## config.mk

```make
export PLATFORM = sky130hd
export DESIGN_NAME = axis_burst_pad
export DESIGN_NICKNAME = d
export VERILOG_FILES = /design/src/rtl/axis_burst_pkg.sv /design/src/rtl/axis_burst_pad_out_reg.sv /design/src/rtl/axis_burst_pad.sv
export SDC_FILE = /design/constraint.sdc
export NUM_CORES = 1
export LEC_CHECK = 0
export ABC_AREA = 1
export CELL_PAD_IN_SITES_DETAIL_PLACEMENT = 0
export CELL_PAD_IN_SITES_GLOBAL_PLACEMENT = 1
export CORE_MARGIN = 8
export CORE_UTILIZATION = 25
export CTS_BUF_LIST = sky130_fd_sc_hd__clkbuf_16
export CTS_CLUSTER_SIZE = 30
export DETAILED_ROUTE_END_ITERATION = 12
export PLACE_DENSITY_LB_ADDON = 0.12
export SYNTH_ARGS = -nofsm -noshare
export SYNTH_HDL_FRONTEND = slang
export SYNTH_SLANG_ARGS = --single-unit
```

## constraint.sdc

```tcl
create_clock -name ACLK -period 1.75 [get_ports ACLK]
set_input_delay 0.4375 -clock ACLK [delete_from_list [all_inputs] [get_ports ACLK]]
set_output_delay 0.4375 -clock ACLK [all_outputs]
set_load 0.005 [all_outputs]
```

## src/rtl/axis_burst_pkg.sv

```systemverilog
// Shared definitions for the AXIS burst padder and the AXIS-to-AXI-MM
// burst writer it feeds.
//   pad_state_t       : padder FSM states (PASS streams input, PAD emits filler)
//   beat_cnt_width()  : width of the in-burst beat position counter
//   burst_len_legal() : burst-length legality check used by both blocks
package axis_burst_pkg;

    typedef enum logic {
        PASS = 1'b0,
        PAD  = 1'b1
    } pad_state_t;

    localparam int MAX_BURST_LEN = 256;

    // A single-beat burst still needs a one-bit counter.
    function automatic int beat_cnt_width(input int burst_len);
        return (burst_len > 1) ? $clog2(burst_len) : 1;
    endfunction

    function automatic bit burst_len_legal(input int burst_len);
        return (burst_len >= 1) && (burst_len <= MAX_BURST_LEN);
    endfunction

endpackage

```

## src/rtl/axis_burst_pad_out_reg.sv

```systemverilog
// One-deep valid/ready output register carrying data + last.
// Ports:
//   clk, rst            : clock, synchronous active-high reset
//   load_vld            : a beat is offered for loading this cycle
//   load_data/load_last : payload of the offered beat
//   load_en             : register can take a beat this cycle
//   tdata/tlast/tvalid  : registered stream outputs
//   tready              : downstream accepts the current beat
module axis_out_reg
    import axis_burst_pkg::*;
#(
    parameter int DATA_WIDTH = 32
) (
    input  logic                  clk,
    input  logic                  rst,
    input  logic                  load_vld,
    input  logic [DATA_WIDTH-1:0] load_data,
    input  logic                  load_last,
    output logic                  load_en,
    output logic [DATA_WIDTH-1:0] tdata,
    output logic                  tlast,
    output logic                  tvalid,
    input  logic                  tready
);

    logic [DATA_WIDTH-1:0] data_p1;
    logic                  last_p1;
    logic                  vld_p1;

    // Empty or draining this cycle: safe to overwrite the held beat.
    assign load_en = !vld_p1 || tready;

    // ---- stage p1: output register ----
    always_ff @(posedge clk) begin
        if (rst) begin
            vld_p1  <= 1'b0;
            data_p1 <= '0;
            last_p1 <= 1'b0;
        end else if (load_en) begin
            vld_p1 <= load_vld;
            if (load_vld) begin
                data_p1 <= load_data;
                last_p1 <= load_last;
            end
        end
    end

    assign tdata  = data_p1;
    assign tlast  = last_p1;
    assign tvalid = vld_p1;

endmodule

```

## src/rtl/axis_burst_pad.sv

```systemverilog
// Pads every AXIS packet with PAD_VALUE beats up to the next multiple of
// BURST_LEN and moves TLAST to the final beat of the padded burst, so the
// downstream burst writer always ends on a burst boundary. Reports the real
// packet length and the number of filler beats once per packet.
// Ports:
//   ACLK, ARESET                 : clock, synchronous active-high reset
//   s_axis_tdata/tlast/tvalid    : input stream
//   s_axis_tready                : input beat accepted
//   m_axis_tdata/tlast/tvalid    : padded output stream (registered)
//   m_axis_tready                : downstream ready
//   pkt_len, pad_beats           : real length / filler count of last packet
//   pkt_len_valid                : one-cycle strobe for pkt_len/pad_beats
//   busy                         : inside a packet, padding, or beat pending
module axis_burst_pad
    import axis_burst_pkg::*;
#(
    parameter int                    DATA_WIDTH = 32,
    parameter int                    BURST_LEN  = 16,
    parameter logic [DATA_WIDTH-1:0] PAD_VALUE  = '0,
    parameter int                    LEN_WIDTH  = 32
) (
    input  logic                  ACLK,
    input  logic                  ARESET,
    input  logic [DATA_WIDTH-1:0] s_axis_tdata,
    input  logic                  s_axis_tlast,
    input  logic                  s_axis_tvalid,
    output logic                  s_axis_tready,
    output logic [DATA_WIDTH-1:0] m_axis_tdata,
    output logic                  m_axis_tlast,
    output logic                  m_axis_tvalid,
    input  logic                  m_axis_tready,
    output logic [LEN_WIDTH-1:0]  pkt_len,
    output logic [7:0]            pad_beats,
    output logic                  pkt_len_valid,
    output logic                  busy
);

    localparam int                BEAT_W    = beat_cnt_width(BURST_LEN);
    localparam logic [BEAT_W-1:0] LAST_BEAT = BEAT_W'(BURST_LEN - 1);

    generate
        if (!burst_len_legal(BURST_LEN)) begin : g_bad_burst_len
            $error("axis_burst_pad: BURST_LEN must be in 1..256");
        end
    endgenerate

    pad_state_t            state;
    logic [BEAT_W-1:0]     beat_cnt;
    logic [LEN_WIDTH-1:0]  len_cnt;

    logic                  load_en;
    logic                  load_vld;
    logic                  load_last;
    logic [DATA_WIDTH-1:0] load_data;
    logic                  accept;
    logic                  at_last_beat;

    // With BURST_LEN==1 the counter is pinned at 0, so every beat is last.
    assign at_last_beat  = (beat_cnt == LAST_BEAT);
    assign s_axis_tready = (state == PASS) && load_en;
    assign accept        = s_axis_tvalid && s_axis_tready;

    // ---- stage p0: select the beat offered to the output register ----
    always_comb begin
        load_vld  = 1'b0;
        load_data = PAD_VALUE;
        load_last = 1'b0;
        if (state == PASS) begin
            load_vld  = accept;
            load_data = s_axis_tdata;
            load_last = s_axis_tlast && at_last_beat;
        end else begin
            load_vld  = 1'b1;
            load_last = at_last_beat;
        end
    end

    always_ff @(posedge ACLK) begin
        if (ARESET) begin
            state         <= PASS;
            beat_cnt      <= '0;
            len_cnt       <= '0;
            pkt_len_valid <= 1'b0;
            pkt_len       <= '0;
            pad_beats     <= '0;
        end else begin
            pkt_len_valid <= 1'b0;

            // Position tracks output beats, real or filler alike.
            if (load_en && load_vld) begin
                beat_cnt <= at_last_beat ? '0 : beat_cnt + 1'b1;
            end

            case (state)
                PASS: begin
                    if (accept) begin
                        if (s_axis_tlast) begin
                            pkt_len_valid <= 1'b1;
                            pkt_len       <= len_cnt + 1'b1;
                            pad_beats     <= 8'(LAST_BEAT - beat_cnt);
                            len_cnt       <= '0;
                            if (!at_last_beat) begin
                                state <= PAD;
                            end
                        end else begin
                            len_cnt <= len_cnt + 1'b1;
                        end
                    end
                end
                PAD: begin
                    if (load_en && at_last_beat) begin
                        state <= PASS;
                    end
                end
                default: state <= PASS;
            endcase
        end
    end

    // ---- stage p1: output register ----
    axis_out_reg #(
        .DATA_WIDTH(DATA_WIDTH)
    ) u_out_reg (
        .clk      (ACLK),
        .rst      (ARESET),
        .load_vld (load_vld),
        .load_data(load_data),
        .load_last(load_last),
        .load_en  (load_en),
        .tdata    (m_axis_tdata),
        .tlast    (m_axis_tlast),
        .tvalid   (m_axis_tvalid),
        .tready   (m_axis_tready)
    );

    assign busy = (state == PAD) || (len_cnt != '0) || m_axis_tvalid;

endmodule

```

==> impl_metrics.csv, run 1 <==
group,metric,value,unit
outcome,status,"complete, but fails checks",
outcome,violations,"negative setup slack",
synth,yosysMostFrequentCell,"nand2_1",
critical_path,crit_path_max_incr_delay,0.32,ns
floorplan,rows,51,
synth,muxShareOfSynthArea,0,%
cts,path_clk_slew,0.08,ns
cts,h-tree-depth,3,
cts,cts_root_buffer,"clkbuf_16",
timing,period_needed,1.88,ns
run,maxCapViolCount,0,
critical_path,arrival,1.45,ns
synth,syn_area,4930,um^2
placed_design,placed_area,6870,um^2
synth,synth-adder-area-share,0.761,%
synth,synth_edf_count,0,
synth,synth_area_leaders,"dfxtp_1, nand2_1, a21oi_1, inv_1, nor2_1",
timing,rsz0062_at_grt,"true",
global_route,antenna_found_initial,1,
placed_design,place.gp.congestion,0.790,
synth,ys_seq_area_share,43.8,%
cts,cts_buffers,9,
cts,worst_skew_pair.late_latency,0.35,ns
critical_path,critPathMaxFanout,2,
floorplan,initial_core_util,25.4,%
placed_design,dp_hpwl,11.7,mm
global_route,grt_pass1_vias,4825,
synth,synth-seq-cells,108,
global_route,grt_pass1_wl,25.4,mm
detailed_routing,ant_nets,0,
worst_hold_path,hold_path.class,"register to register",
cells_and_area,stdcell_area,7300,um^2
global_route,track_usage,13.2,%
synth,synth_top_family_by_area,"simple AND/OR/NAND/NOR gates",
synth,yosys.area.top_type,"dfxtp_1",
detailed_routing,dr.pass1.iters,4,
detailed_routing,drc_errors,0,
synth,synth_compound_area_share,15.3,%
floorplan,pin_count,114,
cells_and_area,final_cells,1127,
critical_path,startpoint_type,"register",
critical_path,r2r_slack,0.12,ns
power,ir_drop,0.501,mV
cts,cts_sinks,108,
cells_and_area,drive_above_1_share,17.4,%
timing,setup_viol,1,
power,powerDensity,774,nW/um^2
timing,setup_ws,-0.134,ns
cells_and_area,area_delta_synth_final,47.9,%
global_route,grt_max_degree,74,
synth,yosysUniqueCellTypes,36,
cts,hold_buffers,0,
power,power_leakage,2.97,nW
floorplan,core,19400,um^2
worst_hold_path,hp-start,"beat_cnt[3]",
cts,cts_tree,"yes",
floorplan,die_y,156,um
critical_path,crit_slowest_cell,"dfxtp_1",
floorplan,die_area,24500,um^2
floorplan,die_w,156,um
placed_design,portBuffers,109,
synth,synth-async-reset-ratio,0,%
placed_design,dp.cells,1109,
detailed_routing,via_per_inst,4.28,
cells_and_area,finalNetCount,897,
cells_and_area,multi_input_area,2500,um^2
power,p_total,5.65,mW
critical_path,path_class,"register to output pin",
critical_path,worst_setup_path_end_kind,"output pin",
synth,synth_ff_type,"dfxtp_1",
synth,yosysWarnings,0,
cells_and_area,fillers,2068,
synth,synthTopCellsByCount,"nand2_1, dfxtp_1, a21oi_1, inv_1, nor2_1",
critical_path,crit_chain,"inv_1 -> nand4_1 -> nor3_1 -> buf_4 -> nand3_1 -> buf_2",
synth,synthXorXnorAreaFrac,2.81,%
timing,fin_crit_sh,108,%
cts,cts.path.max_buffers,2,
synth,synth-simple-area-share,29.8,%
timing,max_freq,531,MHz
cells_and_area,diodes,0,
detailed_routing,wirelength,15.6,mm
critical_path,cp-startpoint,"len_cnt[23]",
synth,yosysTopAreaCellShare,43.8,%
critical_path,worst_ep_required_time,1.31,ns
global_route,grt_overflow,0,
detailed_routing,wl_per_cell,13.9,um
synth,syn_inst,691,
timing,skew,0.00653,ns
detailed_routing,vias,4826,
cells_and_area,regArea,2170,um^2
timing,final_max_slew_viol_count,0,
detailed_routing,drt_iter0_markers,295,
critical_path,r2r_start,"len_cnt[0]",
synth,avgSynthCellArea,7.14,um^2
timing,hold_viol,0,
## placed cells by master, fill, tap and decap left out, types with 3 or more instances in the layout
cell,instances
a21oi_1,79
buf_12,8
buf_2,3
buf_4,68
clkbuf_16,9
clkdlybuf4s50_1,104
conb_1,4
dfxtp_1,101
dfxtp_2,7
inv_1,52
inv_2,5
nand2_1,224
nand2_2,8
nand3_1,22
nand4_1,4
nor2_1,41
nor2_2,10
nor2_4,14
o21a_1,11
o21ai_0,26
o21ai_1,9
o21bai_1,7
xor2_1,12
## layout make-up
cell class	count	share of cell area, %
clock buffer	9	3.08
clock inverter	7	1.34
inverter	57	2.93
multi-input combinational	495	34.3
sequential	108	29.7
tap	265	4.54
timing repair buffer	186	24.1
## worst max-delay path, delay by kind of cell, from the launching register on
family | cells | cell delay (ns)
simple gates | 3 | 0.38
flops | 1 | 0.32
buf+inv | 3 | 0.39
## stage by stage
| step | setup TNS, ns | hold slack, ns | worst slack [ns] | utilization, % |
|---|---|---|---|---|
| 6_report | -0.134 | 0.434 | -0.134 | 37.6 |
| 5_1_grt | -0.239 | 0.473 | -0.230 | 37.6 |
| 4_1_cts | -0.186 | 0.438 | -0.186 | 37.1 |
| 3_5_place_dp | -18.34 | 0.425 | -0.327 | 35.4 |
| 3_3_place_gp | -16.31 | 0.426 | -0.337 | 35.4 |
| 2_1_floorplan | 0 | 0.406 | 0.332 | - |
## path summary, 6_finish.rpt
kind	to	cells after the start
worst min-delay path	pad_beats[3]	1
worst min register to register	pad_beats[3]	1
worst max register to register	pkt_len[30]	11
worst max-delay path	busy	6
## kinds of logic (layout without fill, tap and decap cells)
group,after synthesis,after routing
other,1,4
xor gates and xnor gates,15,15
buffers and inverters,91,259
AOI/OAI and AO/OA,137,137
DFF,108,108
adders and majority gates,3,3
and+or+nand+nor,336,336
## flip-flops by register name, indices dropped and copies added (netlist names)
signal and cells:
len_cnt 32, pkt_len 32, u_out_reg.tdata 32, beat_cnt 4, pad_beats 4, pkt_len_valid 1
state 1, u_out_reg.tlast 1, u_out_reg.tvalid 1
## routing by layer
layer / track usage [%] / vias to the layer above / share of wire (%)
li1: - / 2526 / -
met1: 16.0 / 2192 / 45
met2: 21.9 / 94 / 47
met3: 3.94 / 12 / 5.9
met4: 4.39 / 2 / 1.3
met5: 0 / - / 0.064
## repair_timing
item,CTS,global route
setup endpoints to repair,3,20
gates cloned,0,0
setup buffers,0,2
gates resized for setup,14,25
pin swaps,4,14
## report_power, final
part           switching (mW)  internal, mW  total (mW)  leakage (nW)
clock                   0.994          1.27        2.26         0.160
combinational           0.352         0.417       0.769          1.93
sequential             0.0560          2.56        2.62         0.884
Power figures use the tool's default switching activity.
==> run 2, diff against run 1 <==
Settings changed: CORE_ASPECT_RATIO set to 0.8, SETUP_SLACK_MARGIN set to 0.2.
==> impl_metrics.csv, run 2 (same netlist as run 1, synthesis figures left out) <==
group,metric,value,unit
floorplan,die_w,173,um
detailed_routing,vias,4903,
detailed_routing,wl_per_cell,15.0,um
power,power_leakage,3.45,nW
cells_and_area,final_cell_mix,"nand2_1, dfxtp_1, dlygate4sd2_1",
placed_design,dp_hpwl,11.7,mm
placed_design,preCtsSetupSlack,-0.284,ns
critical_path,worst_ep_required_time,1.31,ns
outcome,status,"complete, but fails checks",
global_route,grt_pass1_vias,4643,
cts,cts_buffers,9,
detailed_routing,via_per_inst,4.32,
global_route,grt_overflow,0,
critical_path,path_class,"register to output pin",
detailed_routing,dr.pass1.iters,5,
cts,hold_buffers,0,
timing,max_freq,525,MHz
critical_path,startpoint_type,"register",
cts,worst_skew_pair.late_latency,0.36,ns
timing,skew,0.00976,ns
detailed_routing,ant_nets,0,
cts,cts_root_buffer,"clkbuf_16",
cts,cts_sinks,108,
critical_path,arrival,1.47,ns
timing,fin_crit_sh,109,%
global_route,track_usage,13.2,%
timing,final_max_slew_viol_count,0,
global_route,grt_util_met3,3.32,%
cts,cts_tree,"yes",
power,powerDensity,709,nW/um^2
timing,setup_viol,1,
cells_and_area,fillers,2054,
timing,hold_ws,0.448,ns
cells_and_area,multi_input_area,2930,um^2
cells_and_area,finalNetCount,905,
critical_path,critPathMaxFanout,2,
power,ir_drop,0.418,mV
critical_path,cp-startpoint,"len_cnt[8]",
floorplan,core,19600,um^2
run,maxCapViolCount,0,
cells_and_area,area_delta_synth_final,57.6,%
floorplan,die_area,24500,um^2
cells_and_area,regArea,2180,um^2
global_route,grtUsageMet1,17.9,%
critical_path,r2r_start,"len_cnt[1]",
floorplan,rows,46,
critical_path,endpoint,"busy",
outcome,violations,"negative setup slack",
detailed_routing,wirelength,17.0,mm
placed_design,place.gp.congestion,0.843,
timing,hold_viol,0,
timing,tns,-0.153,ns
global_route,grt_max_degree,60,
critical_path,worst_setup_path_end_kind,"output pin",
global_route,grt_pass1_wl,25.8,mm
global_route,antenna_found_initial,0,
cells_and_area,diodes,0,
timing,setup_ws,-0.153,ns
critical_path,r2r_slack,0.10,ns
floorplan,die_y,142,um
timing,period_needed,1.90,ns
floorplan,initial_core_util,25.2,%
cells_and_area,drive_above_1_share,28.9,%
global_route,grt_util_met2,21.0,%
detailed_routing,drt_iter0_markers,205,
cts,path_clk_slew,0.08,ns
timing,rsz0062_at_grt,"true",
cells_and_area,layout_commonest_cell,"nand2_1",
placed_design,dp.cells,1097,
cts,cts.path.max_buffers,2,
critical_path,rr_worst_depth,12,
placed_design,portBuffers,109,
worst_hold_path,hold_path.class,"register to register",
cts,h-tree-depth,3,
worst_hold_path,hp-start,"beat_cnt[3]",
cells_and_area,final_cells,1134,
detailed_routing,drc_errors,0,
floorplan,pin_count,114,
critical_path,regToRegEndpoint,"pkt_len[24]",
global_route,grt-busiest-layer,"met2",
==> run 2: cell count changes in the layout (fill, tap and decap cells not counted), moves of 6 or more <==
cell and delta:
xor2_1 -10, clkdlybuf4s50_1 -70, nand3_2 +12, nand3_1 -14
a21oi_2 +19, a21oi_1 -19, buf_4 -6, nand2_4 +9
xor2_2 +9, nand2_2 +25, buf_6 +10, dlygate4sd2_1 +71
nand2_1 -35
==> run 2: worst min path at each step <==
stage / endpoint / slack [ns] / depth (start not counted)
floorplan: pad_beats[3] / 0.41 / 1
global placement: pad_beats[3] / 0.42 / 1
detailed placement: pad_beats[3] / 0.44 / 1
CTS: pad_beats[3] / 0.45 / 1
global route: pad_beats[3] / 0.47 / 1
finish: pad_beats[3] / 0.45 / 1
==> run 2: per-stage QoR <==
step	area [um^2]	total power, mW	utilization (%)
6_report	7780	5.51	39.7
5_1_grt	7780	5.79	39.7
4_1_cts	7210	5.58	36.8
3_5_place_dp	6800	3.47	34.8
3_3_place_gp	6800	3.46	34.8
2_1_floorplan	4950	2.98	-
==> run 2: cell type report <==
class                      count  share of cell area, %
multi-input combinational    495                   37.7
sequential                   108                   28.0
clock inverter                 7                  0.965
clock buffer                   9                   2.90
timing repair buffer         194                   23.5
tap                          264                   4.25
inverter                      57                   2.75
==> run 2: what timing repair did <==
action | in CTS | in global routing
pin swaps | 30 | 52
buffers inserted | 4 | 14
gates resized for setup | 116 | 115
gates cloned | 1 | 2
setup endpoints to repair | 125 | 61
==> run 2: routing by layer <==
layer | vias to the layer above | wire [um]
li1 | 2537 | -
met1 | 2270 | 8100
met2 | 86 | 8000
met3 | 10 | 740
met4 | 0 | 148
met5 | - | 0
==> run 2: power breakdown <==
group	switching (mW)	leakage [nW]	internal (mW)	total, mW
Sequential	0.0536	0.886	2.56	2.62
Clock	1.00	0.144	1.12	2.12
Combinational	0.394	2.42	0.380	0.774
Total	1.45	3.45	4.06	5.51
==> run 2: worst max-delay path, stage by stage, from the launching register on <==
cell,delay [ns]
dfxtp_1,0.31
inv_1,0.13
nand3_2,0.12
nor4_2,0.25
nand3_1,0.14
buf_2,0.15
==> run 3, diff against run 2 <==
Settings changed: TNS_END_PERCENT set to 5.
==> impl_metrics.csv, run 3 (same netlist as run 1, synthesis figures left out) <==
group,metric,value,unit
cts,hold_buffers,0,
cts,cts_tree,"yes",
cts,path_clk_slew,0.08,ns
power,powerDensity,752,nW/um^2
critical_path,arrival,1.44,ns
power,p_switching,1.40,mW
critical_path,path_class,"register to output pin",
detailed_routing,via_per_inst,4.26,
timing,rsz0062_at_grt,"true",
run,maxCapViolCount,0,
cts,worst_skew_pair.late_latency,0.36,ns
floorplan,initial_core_util,25.2,%
timing,fin_crit_sh,107,%
floorplan,die_area,24500,um^2
cts,cts.path.max_buffers,2,
cts,cts_root_buffer,"clkbuf_16",
cells_and_area,final_cells,1118,
global_route,grt_overflow,0,
detailed_routing,drc_errors,0,
placed_design,preCtsSetupSlack,-0.284,ns
placed_design,placed_area,6800,um^2
timing,period_needed,1.87,ns
floorplan,rows,46,
cells_and_area,layout_commonest_cell,"nand2_1",
critical_path,startpoint_type,"register",
placed_design,portBuffers,109,
floorplan,die_y,142,um
power,switching_share,25.8,%
floorplan,pin_count,114,
global_route,grt_max_degree,60,
cts,cts_sinks,108,
timing,tns,-0.123,ns
global_route,grt_pass1_wl,25.5,mm
cells_and_area,final_cell_mix,"nand2_1, dfxtp_1, a21oi_1",
detailed_routing,ant_nets,0,
timing,setup_viol,1,
power,p_int,4.04,mW
cells_and_area,fillers,2089,
power,p_total,5.44,mW
timing,hold_viol,0,
placed_design,dp.cells,1097,
placed_design,dp_hpwl,11.7,mm
global_route,grt_util_met3,3.32,%
timing,max_freq,534,MHz
power,p_comb_share,13.1,%
global_route,antenna_found_initial,0,
floorplan,die_w,173,um
detailed_routing,dr.pass1.iters,4,
power,ir_drop,0.411,mV
floorplan,core,19600,um^2
detailed_routing,vias,4760,
outcome,violations,"negative setup slack",
power,p_seq_share,48.1,%
timing,setup_ws,-0.123,ns
worst_hold_path,hold_path.class,"register to register",
timing,final_max_slew_viol_count,0,
power,clock_power_share,38.8,%
global_route,grt_util_met2,20.7,%
power,power_leakage,3.21,nW
timing,skew,0.00759,ns
critical_path,critPathMaxFanout,2,
placed_design,place.gp.congestion,0.843,
global_route,grtUsageMet1,17.5,%
detailed_routing,wl_per_cell,14.3,um
critical_path,worst_setup_path_end_kind,"output pin",
detailed_routing,wirelength,16.0,mm
cells_and_area,post-route-util,37.0,%
global_route,grt-busiest-layer,"met2",
outcome,status,"complete, but fails checks",
global_route,grt_pass1_vias,4619,
cells_and_area,drive_above_1_share,19.0,%
cells_and_area,area_delta_synth_final,46.6,%
detailed_routing,drt_iter0_markers,175,
cts,cts_buffers,9,
critical_path,worst_ep_required_time,1.31,ns
cells_and_area,diodes,0,
cts,h-tree-depth,3,
cells_and_area,finalNetCount,889,
timing,hold_ws,0.449,ns
cells_and_area,stdcell_area,7230,um^2
global_route,track_usage,13.0,%
==> run 3: cell count changes in the layout (fill, tap and decap cells not counted), sizes merged <==
cell | before | now
buf | 86 | 72
clkbuf | 11 | 9
==> run 3: power groups by stage <==
stage	combinational (mW)	clock (mW)	sequential, mW
finish	0.713	2.11	2.62
global placement	0.782	0	2.68
floorplan	0.299	0	2.68
global route	0.786	2.31	2.63
CTS	0.729	2.21	2.62
detailed placement	0.792	0	2.68
==> run 3: path summary, 6_finish.rpt <==
kind	startpoint	to	slack, ns	cells after the start
setup / recovery	len_cnt[5]	busy	-0.12	5
hold / removal	beat_cnt[3]	pad_beats[3]	0.45	1
setup reg to reg	len_cnt[12]	pkt_len[31]	0.13	10
hold reg to reg	beat_cnt[3]	pad_beats[3]	0.45	1
==> run 3: final cells by class <==
cell class                 instances  area [um^2]  area share (%)
inverter                          57          214            2.96
sequential                       108         2170            30.1
clock buffer                       9          225            3.11
tap                              264          330            4.57
multi-input combinational        495         2590            35.8
timing repair buffer             178         1630            22.5
clock inverter                     7         75.1            1.04
==> run 3: critical path: stages (launching register included) <==
cell and delay, ns:
dfxtp_2 0.32, nor2_1 0.11, nand3_2 0.11, nor4_2 0.25
nand3_1 0.14, buf_2 0.15
==> run 3: timing repair <==
item / CTS / global route
hold endpoints to repair: 0 / 0
setup buffers: 3 / 2
pin swaps: 50 / 36
endpoints found under the setup margin: 125 / 55
resized for setup: 107 / 27
==> run 3: layer usage <==
| layer | routed length [um] | part of all wire [%] |
|---|---|---|
| met5 | 0 | 0 |
| met4 | 91 | 0.57 |
| met3 | 715 | 4.5 |
| met2 | 7450 | 47 |
| met1 | 7750 | 48 |
